## config.mk

```make
export PLATFORM = sky130hd
export DESIGN_NAME = generateproof_deadlock_watchdog
export DESIGN_NICKNAME = d
export VERILOG_FILES = /design/src/rtl/generateproof_deadlock_watchdog_pkg.sv /design/src/rtl/generateproof_lowest_set_idx.sv /design/src/rtl/generateproof_deadlock_watchdog.sv
export SDC_FILE = /design/constraint.sdc
export NUM_CORES = 1
export LEC_CHECK = 0
export CAP_MARGIN = 20
export CELL_PAD_IN_SITES_DETAIL_PLACEMENT = 1
export CELL_PAD_IN_SITES_GLOBAL_PLACEMENT = 2
export CORE_AREA = 2 2 130 132
export DETAILED_ROUTE_END_ITERATION = 8
export DIE_AREA = 0 0 132 134
export PLACE_DENSITY = 0.85
export SYNTH_ARGS = -nofsm -noshare
export SYNTH_HDL_FRONTEND = slang
export SYNTH_SLANG_ARGS = --single-unit
```

## constraint.sdc

```tcl
create_clock -name clock -period 3 [get_ports clock]
set_input_delay 0.3 -clock clock [delete_from_list [all_inputs] [get_ports clock]]
set_output_delay 0.3 -clock clock [all_outputs]
set_load 0.1 [all_outputs]
```

## src/rtl/generateproof_deadlock_watchdog_pkg.sv

```systemverilog
// Shared types and defaults for the deadlock watchdog slice.
package generateproof_deadlock_watchdog_pkg;

    // Watchdog FSM states
    typedef enum logic [2:0] {
        ST_IDLE    = 3'd0,
        ST_WATCH   = 3'd1,
        ST_CONFIRM = 3'd2,
        ST_REPORT  = 3'd3,
        ST_HOLD    = 3'd4
    } wd_state_e;

    // Default parameter values
    localparam int DEF_NUM_MON        = 8;
    localparam int DEF_CONFIRM_CYCLES = 16;
    localparam int DEF_STAMP_W        = 32;

    // Width of the saturating aborted-confirmation counter
    localparam int GLITCH_W = 16;

endpackage

```

## src/rtl/generateproof_lowest_set_idx.sv

```systemverilog
// Priority encoder: index of the lowest set bit of a mask (0 when empty).
module generateproof_lowest_set_idx #(
    parameter int N     = 8,
    parameter int IDX_W = 3
) (
    input  logic [N-1:0]     mask_i,
    output logic [IDX_W-1:0] idx_o
);

    // Scan from the top down so the lowest set bit wins
    always_comb begin
        idx_o = '0;
        for (int i = N - 1; i >= 0; i--) begin
            if (mask_i[i]) idx_o = i[IDX_W-1:0];
        end
    end

endmodule

```

## src/rtl/generateproof_deadlock_watchdog.sv

```systemverilog
// Deadlock watchdog: confirms a persistent block condition from the
// per-process monitors, then raises a stamped report and a sticky flag.
module generateproof_deadlock_watchdog
    import generateproof_deadlock_watchdog_pkg::*;
#(
    parameter int NUM_MON        = DEF_NUM_MON,
    parameter int CONFIRM_CYCLES = DEF_CONFIRM_CYCLES,
    parameter int STAMP_W        = DEF_STAMP_W
) (
    input  logic                                           clock,
    input  logic                                           reset,
    input  logic                                           enable,
    input  logic [NUM_MON-1:0]                             mon_block,
    input  logic                                           clear,
    input  logic                                           rpt_ready,
    output logic                                           rpt_valid,
    output logic [((NUM_MON > 1) ? $clog2(NUM_MON) : 1)-1:0] rpt_idx,
    output logic [STAMP_W-1:0]                             rpt_stamp,
    output logic                                           deadlock,
    output logic [GLITCH_W-1:0]                            glitch_cnt
);

    localparam int IDX_W = (NUM_MON > 1) ? $clog2(NUM_MON) : 1;
    localparam int CNT_W = $clog2(CONFIRM_CYCLES + 1);
    localparam logic [CNT_W-1:0] CNT_DONE = CNT_W'(CONFIRM_CYCLES);

    wd_state_e           state_q, state_d;
    logic [STAMP_W-1:0]  cyc_q;
    logic [NUM_MON-1:0]  mask_q, mask_d;
    logic [CNT_W-1:0]    count_q, count_d;
    logic [STAMP_W-1:0]  stamp_q, stamp_d;
    logic [IDX_W-1:0]    rpt_idx_q, rpt_idx_d;
    logic [STAMP_W-1:0]  rpt_stamp_q, rpt_stamp_d;
    logic                rpt_valid_q, rpt_valid_d;
    logic                deadlock_q, deadlock_d;
    logic [GLITCH_W-1:0] glitch_q, glitch_d;

    logic [NUM_MON-1:0]  hit;
    logic [CNT_W-1:0]    count_inc;
    logic [IDX_W-1:0]    hit_idx;

    // Processes still blocked this cycle among those blocked since the first sample
    assign hit       = mon_block & mask_q;
    assign count_inc = count_q + CNT_W'(1);

    // The reported index comes from the narrowed mask at the confirming edge
    generateproof_lowest_set_idx #(
        .N     (NUM_MON),
        .IDX_W (IDX_W)
    ) u_lowest (
        .mask_i (hit),
        .idx_o  (hit_idx)
    );

    // Next-state and datapath updates for the watchdog FSM
    always_comb begin
        state_d     = state_q;
        mask_d      = mask_q;
        count_d     = count_q;
        stamp_d     = stamp_q;
        rpt_idx_d   = rpt_idx_q;
        rpt_stamp_d = rpt_stamp_q;
        rpt_valid_d = rpt_valid_q;
        deadlock_d  = deadlock_q;
        glitch_d    = glitch_q;

        unique case (state_q)
            ST_IDLE: begin
                mask_d  = '0;
                count_d = '0;
                if (enable) state_d = ST_WATCH;
            end
            ST_WATCH: begin
                if (!enable) begin
                    state_d = ST_IDLE;
                    mask_d  = '0;
                    count_d = '0;
                end else if (|mon_block) begin
                    state_d = ST_CONFIRM;
                    mask_d  = mon_block;
                    count_d = CNT_W'(1);
                    stamp_d = cyc_q;
                end
            end
            ST_CONFIRM: begin
                if (!enable) begin
                    state_d = ST_IDLE;
                    mask_d  = '0;
                    count_d = '0;
                end else if (|hit) begin
                    mask_d  = hit;
                    count_d = count_inc;
                    if (count_inc == CNT_DONE) begin
                        state_d     = ST_REPORT;
                        rpt_idx_d   = hit_idx;
                        rpt_stamp_d = stamp_q;
                        rpt_valid_d = 1'b1;
                        deadlock_d  = 1'b1;
                    end
                end else begin
                    // Block vanished before confirmation: count it as a glitch
                    state_d = ST_WATCH;
                    mask_d  = '0;
                    count_d = '0;
                    if (glitch_q != '1) glitch_d = glitch_q + GLITCH_W'(1);
                end
            end
            ST_REPORT: begin
                if (rpt_valid_q && rpt_ready) begin
                    state_d     = ST_HOLD;
                    rpt_valid_d = 1'b0;
                end
            end
            ST_HOLD: begin
                if (clear) begin
                    state_d    = enable ? ST_WATCH : ST_IDLE;
                    deadlock_d = 1'b0;
                    mask_d     = '0;
                    count_d    = '0;
                end
            end
            default: state_d = ST_IDLE;
        endcase
    end

    // State registers; the cycle counter free-runs and wraps
    always_ff @(posedge clock) begin
        if (reset) begin
            state_q     <= ST_IDLE;
            cyc_q       <= '0;
            mask_q      <= '0;
            count_q     <= '0;
            stamp_q     <= '0;
            rpt_idx_q   <= '0;
            rpt_stamp_q <= '0;
            rpt_valid_q <= 1'b0;
            deadlock_q  <= 1'b0;
            glitch_q    <= '0;
        end else begin
            state_q     <= state_d;
            cyc_q       <= cyc_q + STAMP_W'(1);
            mask_q      <= mask_d;
            count_q     <= count_d;
            stamp_q     <= stamp_d;
            rpt_idx_q   <= rpt_idx_d;
            rpt_stamp_q <= rpt_stamp_d;
            rpt_valid_q <= rpt_valid_d;
            deadlock_q  <= deadlock_d;
            glitch_q    <= glitch_d;
        end
    end

    assign rpt_valid  = rpt_valid_q;
    assign rpt_idx    = rpt_idx_q;
    assign rpt_stamp  = rpt_stamp_q;
    assign deadlock   = deadlock_q;
    assign glitch_cnt = glitch_q;

endmodule

```

==> impl_metrics.tcl <==
set metrics [dict create \
    outcome "complete, no violations" \
    drtIter0Drc 278 \
    slew_headroom_pct 39.1 \
    die_x_um 132 \
    avgSynthCellArea_sq_um 8.39 \
    crit_family "simple AND/OR/NAND/NOR gates" \
    dpl.hpwl_um 10500 \
    cts-resized-gates 0 \
    overflow 0 \
    clkTransAtPathRegs_ns 0.06 \
    synth-edff-count 0 \
    cellPowerDensity_nw_per_um2 597 \
    syn_area_sq_um 5720 \
    worstPathMaxFanout 11 \
    finalHoldViolations 0 \
    fin_skew_ns 0.00825 \
    drive_gt1_share_pct 14.9 \
    syn-num-nets 699 \
    postCtsSetupBuffers 0 \
    crit_chain "nand4bb_1 > or4_1 > or3_1 > a21oi_1" \
    clk_latency_ns 0.42 \
    seq_area_sq_um 2660 \
    place_area_sq_um 6460 \
    coreArea_sq_um 16300 \
    io_pins 66 \
    power_switching_mw 0.942 \
    cap_violations 0 \
    num-fill-cells 1924 \
    hp-class "in -> reg" \
    wl_per_cell_um 16.5 \
    worst_slew_pin_slew_ns 0.911 \
    ys_ff_latch 133 \
    grt_pass1_vias 5249 \
    fin_area_sq_um 7110 \
    crit_slowest_cell "or4_1" \
    cts_hold_buffers 0 \
    cp.arrival_ns 2.62 \
    via_count 5146 \
    critical_path_class "reg -> reg" \
    fin_crit_sh_pct 76.1 \
    async_flop_share_pct 0 \
    numCtsBuffers 17 \
    rsz0062_at_grt "false" \
    cpPeakStageDelay_ns 0.78 \
    grt_max_degree 74 \
    start_util_pct 35.1 \
    synthTopCellsByArea "dfxtp_1 47%, a21oi_1 7.3%, nand2_1 5.8%" \
    power_frac_comb_pct 4.5 \
    fin_tns_setup_ns 0 \
    cts-root-buf "clkbuf_16" \
    totalWireLength_um 15900 \
    setup_violations 0 \
    start_kind "flop" \
    rows 47 \
    leakagePower_nw 2.50 \
    first_pass_iters 4 \
    synth_top_area_share_pct 46.5 \
    antenna_found_initial 0 \
    clkPwrFrac_pct 53.0 \
    grt_usage_pct 18.2 \
    synth.most_common_cell "dfxtp_1" \
    fmaxAchievable_ghz 0.438 \
    cts.sinks 133 \
    multi_input_area_sq_um 2870 \
    area_growth_pct 24.1 \
    vias_per_cell 5.33 \
    drc 0 \
    htreeDepth 4 \
    seq_area_frac_synth_pct 46.5 \
    synthFlopType "dfxtp_1" \
    swShare_pct 22.2 \
    die_h_um 134 \
    cts_tree "built" \
    irDropWorstVdd_uv 389 \
    slew_viol_final 0 \
    place.gp.congestion 0.822 \
    yosysWarnings 0 \
    yosysUniqueCellTypes 56 \
    die_area_sq_um 17700 \
    synth_common_cells "133 x dfxtp_1, 88 x nand2_1, 84 x a21oi_1" \
    cts.path.max_buffers 2 \
    syn_inst 682 \
    path_buf_inv 0 \
    n_antenna_cell 0 \
    io_buffers 65 \
    cp.required_ns 3.33 \
    end_kind "flop" \
    sequentialPowerShare_pct 42.6 \
    p_int_mw 3.30 \
    layout.nets 751 \
    period_minus_slack_ns 2.28 \
    postRouteAntennaNets 0 \
    synth_top_area_cell "dfxtp_1" \
    grt_pass1_wl_um 26200 \
]
## stage by stage
step | std cells | utilization (%) | power (mW) | hold WS [ns] | setup slack [ns]
global route | 966 | 43.6 | 4.38 | 0.420 | 0.562
floorplan | 682 | - | 1.96 | 0.437 | 0.357
detailed placement | 935 | 39.7 | 2.03 | 0.449 | 0.316
CTS | 966 | 43.6 | 4.29 | 0.396 | 0.749
finish | 966 | 43.6 | 4.24 | 0.391 | 0.718
global placement | 935 | 39.7 | 2.03 | 0.444 | 0.418
## power groups by stage
stage,clock network [mW],registers [mW],logic (mW)
floorplan,0,1.83,0.130
global placement,0,1.84,0.184
detailed placement,0,1.84,0.190
CTS,2.29,1.80,0.191
global route,2.37,1.81,0.208
finish,2.25,1.80,0.189
## registers in the layout, indices dropped and copies added (netlist names), 3 cells and up
signal / count
cyc_q: 32
state_q: 3
rpt_stamp: 32
rpt_idx: 3
count_q: 5
mask_q: 8
stamp_q: 32
glitch_cnt: 16
## metal layers
| layer | global-route usage [%] | vias up | share of wire, % |
|---|---|---|---|
| li1 | - | 2531 | - |
| met1 | 22.4 | 2525 | 46 |
| met2 | 31.2 | 69 | 49 |
| met3 | 3.74 | 21 | 2.9 |
| met4 | 7.25 | 0 | 1.7 |
| met5 | 0 | - | 0 |
## kinds of logic (layout without fill, tap and decap cells)
kind of cell	after synthesis	in the layout	share of synthesized area (%)
fa+ha+maj	5	5	1.05
flops	133	133	46.5
simple gates	282	282	24.4
mux	1	1	0.175
xor+xnor	36	36	5.51
buf+inv	50	114	3.80
compound gates	175	175	18.6
## area by class of cell
cell class	count	share of cell area, %
inverter	7	0.370
sequential	133	37.5
timing repair buffer	76	8.95
clock buffer	20	6.57
multi-input combinational	499	40.3
clock inverter	11	2.45
tap	220	3.87
## layout by cell type, fill, tap and decap left out, types with 11 or more instances in the layout
cell / synthesis / final
a21oi_1: 84 / 83
buf_4: 0 / 62
clkbuf_16: 0 / 17
clkdlybuf4s50_1: 0 / 11
dfxtp_1: 133 / 133
nand2_1: 88 / 88
nand3_1: 55 / 55
nand4_1: 15 / 15
nor2_1: 54 / 54
nor3_1: 14 / 14
o21ai_0: 47 / 47
xnor2_1: 26 / 26
## path summary, 6_finish.rpt
path | end | cells after the start | from | slack [ns]
worst max-delay path | glitch_cnt[14] | 4 | state_q[1] | 0.72
worst min-delay path | mask_q[2] | 2 | reset | 0.39
worst max register to register | glitch_cnt[14] | 4 | state_q[1] | 0.72
worst min register to register | stamp_q[26] | 2 | stamp_q[26] | 0.46
Power figures use the tool's default switching activity.
